`config.mk`:
```
export PLATFORM = sky130hd
export DESIGN_NAME = pipe_ctrl
export DESIGN_NICKNAME = d
export VERILOG_FILES = /design/src/rtl/y86_pkg.sv /design/src/rtl/perf_cnt.sv /design/src/rtl/pipe_ctrl.sv
export SDC_FILE = /design/constraint.sdc
export NUM_CORES = 1
export LEC_CHECK = 0
export ABC_CLOCK_PERIOD_IN_PS = 3900
export BUFFER_PORTS_ARGS = -buffer_cell sky130_fd_sc_hd__buf_2
export CORE_MARGIN = 2
export CORE_UTILIZATION = 46
export CTS_BUF_LIST = sky130_fd_sc_hd__clkbuf_2 sky130_fd_sc_hd__clkbuf_4 sky130_fd_sc_hd__clkbuf_8
export DETAILED_ROUTE_END_ITERATION = 8
export GPL_ROUTABILITY_DRIVEN = 1
export PLACE_DENSITY_LB_ADDON = 0.12
export SLEW_MARGIN = 15
export SYNTH_ARGS = -nofsm -noshare
export SYNTH_HDL_FRONTEND = slang
export SYNTH_SLANG_ARGS = --single-unit
```
`constraint.sdc`:
```
create_clock -name clk -period 3.9 [get_ports clk]
set_input_delay 0.195 -clock clk [delete_from_list [all_inputs] [get_ports clk]]
set_output_delay 0.195 -clock clk [all_outputs]
set_load 0.01 [all_outputs]
```
`src/rtl/y86_pkg.sv`:
```
// Shared encodings for the Y86 pipeline controller.
// Icodes, register IDs, status codes, FSM states, hazard helper.
package y86_pkg;

    localparam logic [3:0] I_HALT   = 4'h0;
    localparam logic [3:0] I_MRMOVQ = 4'h5;
    localparam logic [3:0] I_JXX    = 4'h7;
    localparam logic [3:0] I_RET    = 4'h9;
    localparam logic [3:0] I_POPQ   = 4'hB;
    localparam logic [3:0] R_NONE   = 4'hF;

    localparam logic [2:0] S_AOK = 3'd1;
    localparam logic [2:0] S_HLT = 3'd2;

    typedef enum logic [1:0] {
        ST_RUN,
        ST_DRAIN,
        ST_HALTED
    } state_e;

    // Load in E whose destination feeds a source read in D.
    function automatic logic load_use(
        input logic [3:0] e_icode,
        input logic [3:0] e_destm,
        input logic [3:0] src_a,
        input logic [3:0] src_b
    );
        return ((e_icode == I_MRMOVQ) || (e_icode == I_POPQ)) &&
               (e_destm != R_NONE) &&
               ((e_destm == src_a) || (e_destm == src_b));
    endfunction

endpackage

```
`src/rtl/perf_cnt.sv`:
```
// Free-running wrapping event counter.
// Ports: clk, rst_n (async low), i_en count enable, o_cnt value.
module perf_cnt #(
    parameter int unsigned W = 32
) (
    input  logic         clk,
    input  logic         rst_n,
    input  logic         i_en,
    output logic [W-1:0] o_cnt
);

    always_ff @(posedge clk or negedge rst_n) begin
        if (!rst_n) begin
            o_cnt <= '0;
        end else if (i_en) begin
            o_cnt <= o_cnt + W'(1);
        end
    end

endmodule

```
`src/rtl/pipe_ctrl.sv`:
```
// Y86 pipeline control: hazards, halt/drain FSM, single-step, perf counters.
// Ports: stage icodes/regs/status in; stall/bubble controls, step_ack, halted, counters out.
module pipe_ctrl
    import y86_pkg::*;
#(
    parameter int unsigned CNT_W       = 32,
    parameter bit          HALT_ON_MEM = 1'b1,
    parameter logic [2:0]  STAT_AOK    = S_AOK,
    parameter logic [2:0]  STAT_HLT    = S_HLT
) (
    input  logic             clk,
    input  logic             rst_n,
    input  logic [3:0]       D_icode,
    input  logic [3:0]       E_icode,
    input  logic [3:0]       M_icode,
    input  logic [3:0]       d_srcA,
    input  logic [3:0]       d_srcB,
    input  logic [3:0]       E_destM,
    input  logic             e_cnd,
    input  logic [2:0]       m_stat,
    input  logic [2:0]       W_stat,
    input  logic             dbg_en,
    input  logic             step_req,
    output logic             F_stall,
    output logic             D_stall,
    output logic             D_bubble,
    output logic             E_bubble,
    output logic             M_bubble,
    output logic             W_stall,
    output logic             step_ack,
    output logic             halted,
    output logic [CNT_W-1:0] cyc_cnt,
    output logic [CNT_W-1:0] stall_cnt,
    output logic [CNT_W-1:0] bubble_cnt
);

    if (STAT_HLT == STAT_AOK) begin : g_bad_stat
        $error("STAT_HLT must differ from STAT_AOK");
    end

    state_e r_state;
    logic   r_step_prev;
    logic   r_grant;

    logic w_lu;
    logic w_mp;
    logic w_ret;
    logic w_run;
    logic w_hold;
    logic w_mem_exc;
    logic w_wb_exc;

    assign w_lu  = load_use(E_icode, E_destM, d_srcA, d_srcB);
    assign w_mp  = (E_icode == I_JXX) && !e_cnd;
    assign w_ret = (D_icode == I_RET) || (E_icode == I_RET) ||
                   (M_icode == I_RET);

    assign w_run     = (r_state == ST_RUN);
    assign w_mem_exc = (m_stat != STAT_AOK);
    assign w_wb_exc  = (W_stat != STAT_AOK);

    // r_grant marks the cycle after a step_req rise was sampled.
    assign step_ack = r_grant && dbg_en && w_run;
    assign w_hold   = dbg_en && w_run && !r_grant;
    assign halted   = (r_state == ST_HALTED);

    always_ff @(posedge clk or negedge rst_n) begin
        if (!rst_n) begin
            r_state     <= ST_RUN;
            r_step_prev <= 1'b0;
            r_grant     <= 1'b0;
        end else begin
            r_step_prev <= step_req;
            r_grant     <= dbg_en && w_run && step_req && !r_step_prev;
            case (r_state)
                ST_RUN: begin
                    if (w_wb_exc) begin
                        r_state <= ST_HALTED;
                    end else if (HALT_ON_MEM && w_mem_exc) begin
                        r_state <= ST_DRAIN;
                    end
                end
                ST_DRAIN: begin
                    if (w_wb_exc) begin
                        r_state <= ST_HALTED;
                    end
                end
                default: r_state <= r_state;
            endcase
        end
    end

    always_comb begin
        F_stall  = 1'b0;
        D_stall  = 1'b0;
        D_bubble = 1'b0;
        E_bubble = 1'b0;
        M_bubble = 1'b0;
        W_stall  = 1'b0;
        case (r_state)
            ST_HALTED: begin
                F_stall  = 1'b1;
                D_stall  = 1'b1;
                E_bubble = 1'b1;
                M_bubble = 1'b1;
                W_stall  = 1'b1;
            end
            ST_DRAIN: begin
                F_stall  = 1'b1;
                D_bubble = 1'b1;
                E_bubble = 1'b1;
                M_bubble = 1'b1;
            end
            default: begin
                if (w_hold) begin
                    F_stall = 1'b1;
                    D_stall = 1'b1;
                    W_stall = 1'b1;
                end else if (w_lu) begin
                    // Load-use also covers a coincident ret.
                    F_stall  = 1'b1;
                    D_stall  = 1'b1;
                    E_bubble = 1'b1;
                end else if (w_mp) begin
                    D_bubble = 1'b1;
                    E_bubble = 1'b1;
                end else if (w_ret) begin
                    F_stall  = 1'b1;
                    D_bubble = 1'b1;
                end
            end
        endcase
    end

    perf_cnt #(.W(CNT_W)) u_cyc (
        .clk   (clk),
        .rst_n (rst_n),
        .i_en  (!halted),
        .o_cnt (cyc_cnt)
    );

    perf_cnt #(.W(CNT_W)) u_stall (
        .clk   (clk),
        .rst_n (rst_n),
        .i_en  (w_run && F_stall),
        .o_cnt (stall_cnt)
    );

    perf_cnt #(.W(CNT_W)) u_bubble (
        .clk   (clk),
        .rst_n (rst_n),
        .i_en  (w_run && E_bubble),
        .o_cnt (bubble_cnt)
    );

endmodule

```
==> run metrics <==
final hold viol count=18; CP Launch Point=r_state[0]$_DFFE_PN0P_; synth warn=0; GP Congestion=0.7702; ys flop type=dfrtp_1; Crit path largest cell delay=0.85 ns; worst r2r dst=u_stall.o_cnt[19]$_DFFE_PN0P_; Routed Wire Length=10.73 mm; Cells after Synth=436; TritonCTS Sinks=100; Filler cells=963; Power Density=455.1 nW/um2; Die Ht=106.8 um; Worst slew margin=28.95%; Worst setup SP type=flip-flop; worst path required time=4.14 ns; Logic pwr share=26.6%; Net Sw Power=0.8933 mW; failing checks=negative hold slack; status=finished, violations left; initial antenna violation count=0; placed cells=700; CTS HTree Levels=3; ANT nets after route=0; Slew @ Worst Pin=1.066 ns; WHS=-0.02037 ns; Mapped Area=4858 um2; family with the most delay on the worst path=compound AO/OA/AOI/OAI gates; setup_tns=0 ns; Longest Clk Path Bufs=2; register area share after synthesis=51.51%; setup slack, reg-to-reg=1.30 ns; Multi-input gate area=2245 um2; register area=2502 um2; part of the power in the clock network=27.1%; Internal=1.791 mW; Resized cells post-CTS=0; GR Util All Layers=19.58%; RSZ-0062 raised after global routing=false; cells along the critical path=inv_1 > ha_1 > nand3b_1 > nor2b_1 > o21ai_0 > o21ai_2 > nor3_1 > xor2_1; 1st-iter DRT viols=160; crit path max fanout=21; async set-reset flop share out of synthesis=100.0%; Top Ports=139; clock latency on the worst-skew pair=0.36 ns; I/O Buffers=138; largest net degree at the start of global routing=80; fin cells=717; Tcrit/Tclk final=66.58%; Leakage Power=2.984 nW; CTS tree=built; final setup fails=0; DP Wirelength=7.896 mm; MaxCap Viol Count=0; first-pass GRT wire length=17.75 mm; hold crit path type=in -> async; Clock Tree Root=clkbuf_8; Sw Ratio=33.28%; R2R Path Start=r_state[0]$_DFFE_PN0P_; Worst Path Buf+Inv=1; GRT Residual Overflow=0; Yosys reg bits=100; critical path arrival=2.84 ns; Pre-Repair DR Iteration Count=4; R2R depth=8; routed length per instance=14.97 um; Worst Setup End Kind=flip-flop; Row Count=37; vias in the first global route=3645; commonest non-fill, non-tap cell in the layout=buf_2; Fmax=385.1 MHz; NumNets Final=617; Slowest cell on crit path=o21ai_2; Synth Net Count=477; Setup CP Type=reg -> reg; Antenna diodes=0; number of buffers created by CTS=9; clock skew=0.01281 ns; post-route minimum period=2.597 ns; core area=10280 um2; Cell variety after synth=44; DRC Markers=0; Via Count=3691; Final Max Tran Viols=0; Die Footprint=11400 um2; worst IR drop on VDD=0.3281 mV; Seq pwr share=46.2%; Area Growth Syn to Fin=21.40%; Die X=106.8 um; share of cells above drive strength 1=31.67%; Starting Density=47.27%; vias per inst=5.148; Reg clk slew, reported paths=0.10 ns; most frequent cells in the layout=buf_2 (137), dfrtp_1 (100), xnor2_1 (68); EDFF count, synth=0; post-CTS setup buffers=0; syn_area_per_cell=11.14 um2
## how the worst max path moves through the flow
stage,to,slack (ns),depth (start not counted)
after floorplan,u_cyc.o_cnt[21]$_DFFE_PN0N_,1.81,9
after global placement,u_stall.o_cnt[22]$_DFFE_PN0P_,1.43,8
after detailed placement,u_stall.o_cnt[12]$_DFFE_PN0P_,1.30,8
after CTS,u_stall.o_cnt[19]$_DFFE_PN0P_,1.24,8
after global routing,u_stall.o_cnt[16]$_DFFE_PN0P_,1.12,8
final,u_stall.o_cnt[19]$_DFFE_PN0P_,1.30,8
## routing by layer
layer | wire [um] | track usage, %
met1 | 4882 | 26.36
met2 | 4970 | 31.03
met3 | 684 | 4.985
met4 | 194 | 6.494
met5 | 0 | 0
## Yosys cell counts, types with 5 or more instances
library cell | instances | share of area [%]
dfrtp_1 | 100 | 52
xnor2_1 | 68 | 12
nand2_1 | 39 | 3.0
xor2_1 | 33 | 5.9
nand3_1 | 32 | 3.3
nand4_1 | 21 | 2.7
and3_1 | 20 | 2.6
nor2_1 | 15 | 1.2
nor3_1 | 15 | 1.5
inv_1 | 12 | 0.93
nor4_2 | 8 | 2.1
nand3_2 | 7 | 1.4
ha_1 | 6 | 1.5
and4_1 | 5 | 0.90
buf_2 | 5 | 0.51
clkbuf_1 | 5 | 0.39
## registers in the layout, summed over array words and instances, names as in the netlist
name,cells
u_cyc.o_cnt,32
r_step_prev,1
r_state,2
r_grant,1
u_bubble.o_cnt,32
u_stall.o_cnt,32
## cells by family after synthesis
family	synth area share, %
muxes	0.9271
and+or+nand+nor	22.79
buffers and inverters	2.292
DFF	51.51
AOI/OAI and AO/OA	2.730
xor gates and xnor gates	18.21
adders and majority gates	1.545
## stage by stage
| stage | setup slack (ns) | total power [mW] | hold slack, ns | cell area (um2) | utilization [%] |
|---|---|---|---|---|---|
| final | 1.303 | 2.684 | -0.02037 | 5898 | 57.39 |
| after global routing | 1.124 | 2.847 | 0.06817 | 5898 | 57.39 |
| after CTS | 1.239 | 2.721 | 0.01815 | 5898 | 57.39 |
| after detailed placement | 1.305 | 1.988 | 0.3360 | 5670 | 55.17 |
| after global placement | 1.433 | 1.969 | 0.3230 | 5670 | 55.17 |
| after floorplan | 1.808 | 1.712 | -0.1006 | 4858 | - |
## cell type report
cell class	count	share of cell area, %
Multi-Input combinational cell	312	38.06
Inverter	12	0.7637
Timing Repair Buffer	141	12.18
Clock buffer	10	2.227
Tap cell	136	2.885
Sequential cell	100	42.43
Clock inverter	6	1.464
## worst register-to-register path, delay by kind of cell, from the launching register on
family	cells	cell delay, ns
adder cells (fa/ha/maj)	1	0.30
XOR/XNOR	1	0.20
flip-flops	1	0.37
AND/OR/NAND/NOR	3	0.54
buffers and inverters	1	0.07
AO/OA/AOI/OAI	2	1.00
## power by group through the flow
stage               sequential, mW  combinational [mW]  clock [mW]
finish                        1.24               0.715       0.728
global route                  1.26               0.795       0.791
CTS                           1.24               0.730       0.749
detailed placement            1.26               0.727           0
global placement              1.26               0.710           0
floorplan                     1.29               0.425           0
## timing repair
action / CTS / global route
hold buffers: 1 / 0
setup endpoints to repair: 0 / 0
hold endpoints to repair: 1 / 0
No activity file was read; power rests on OpenSTA's default activity.
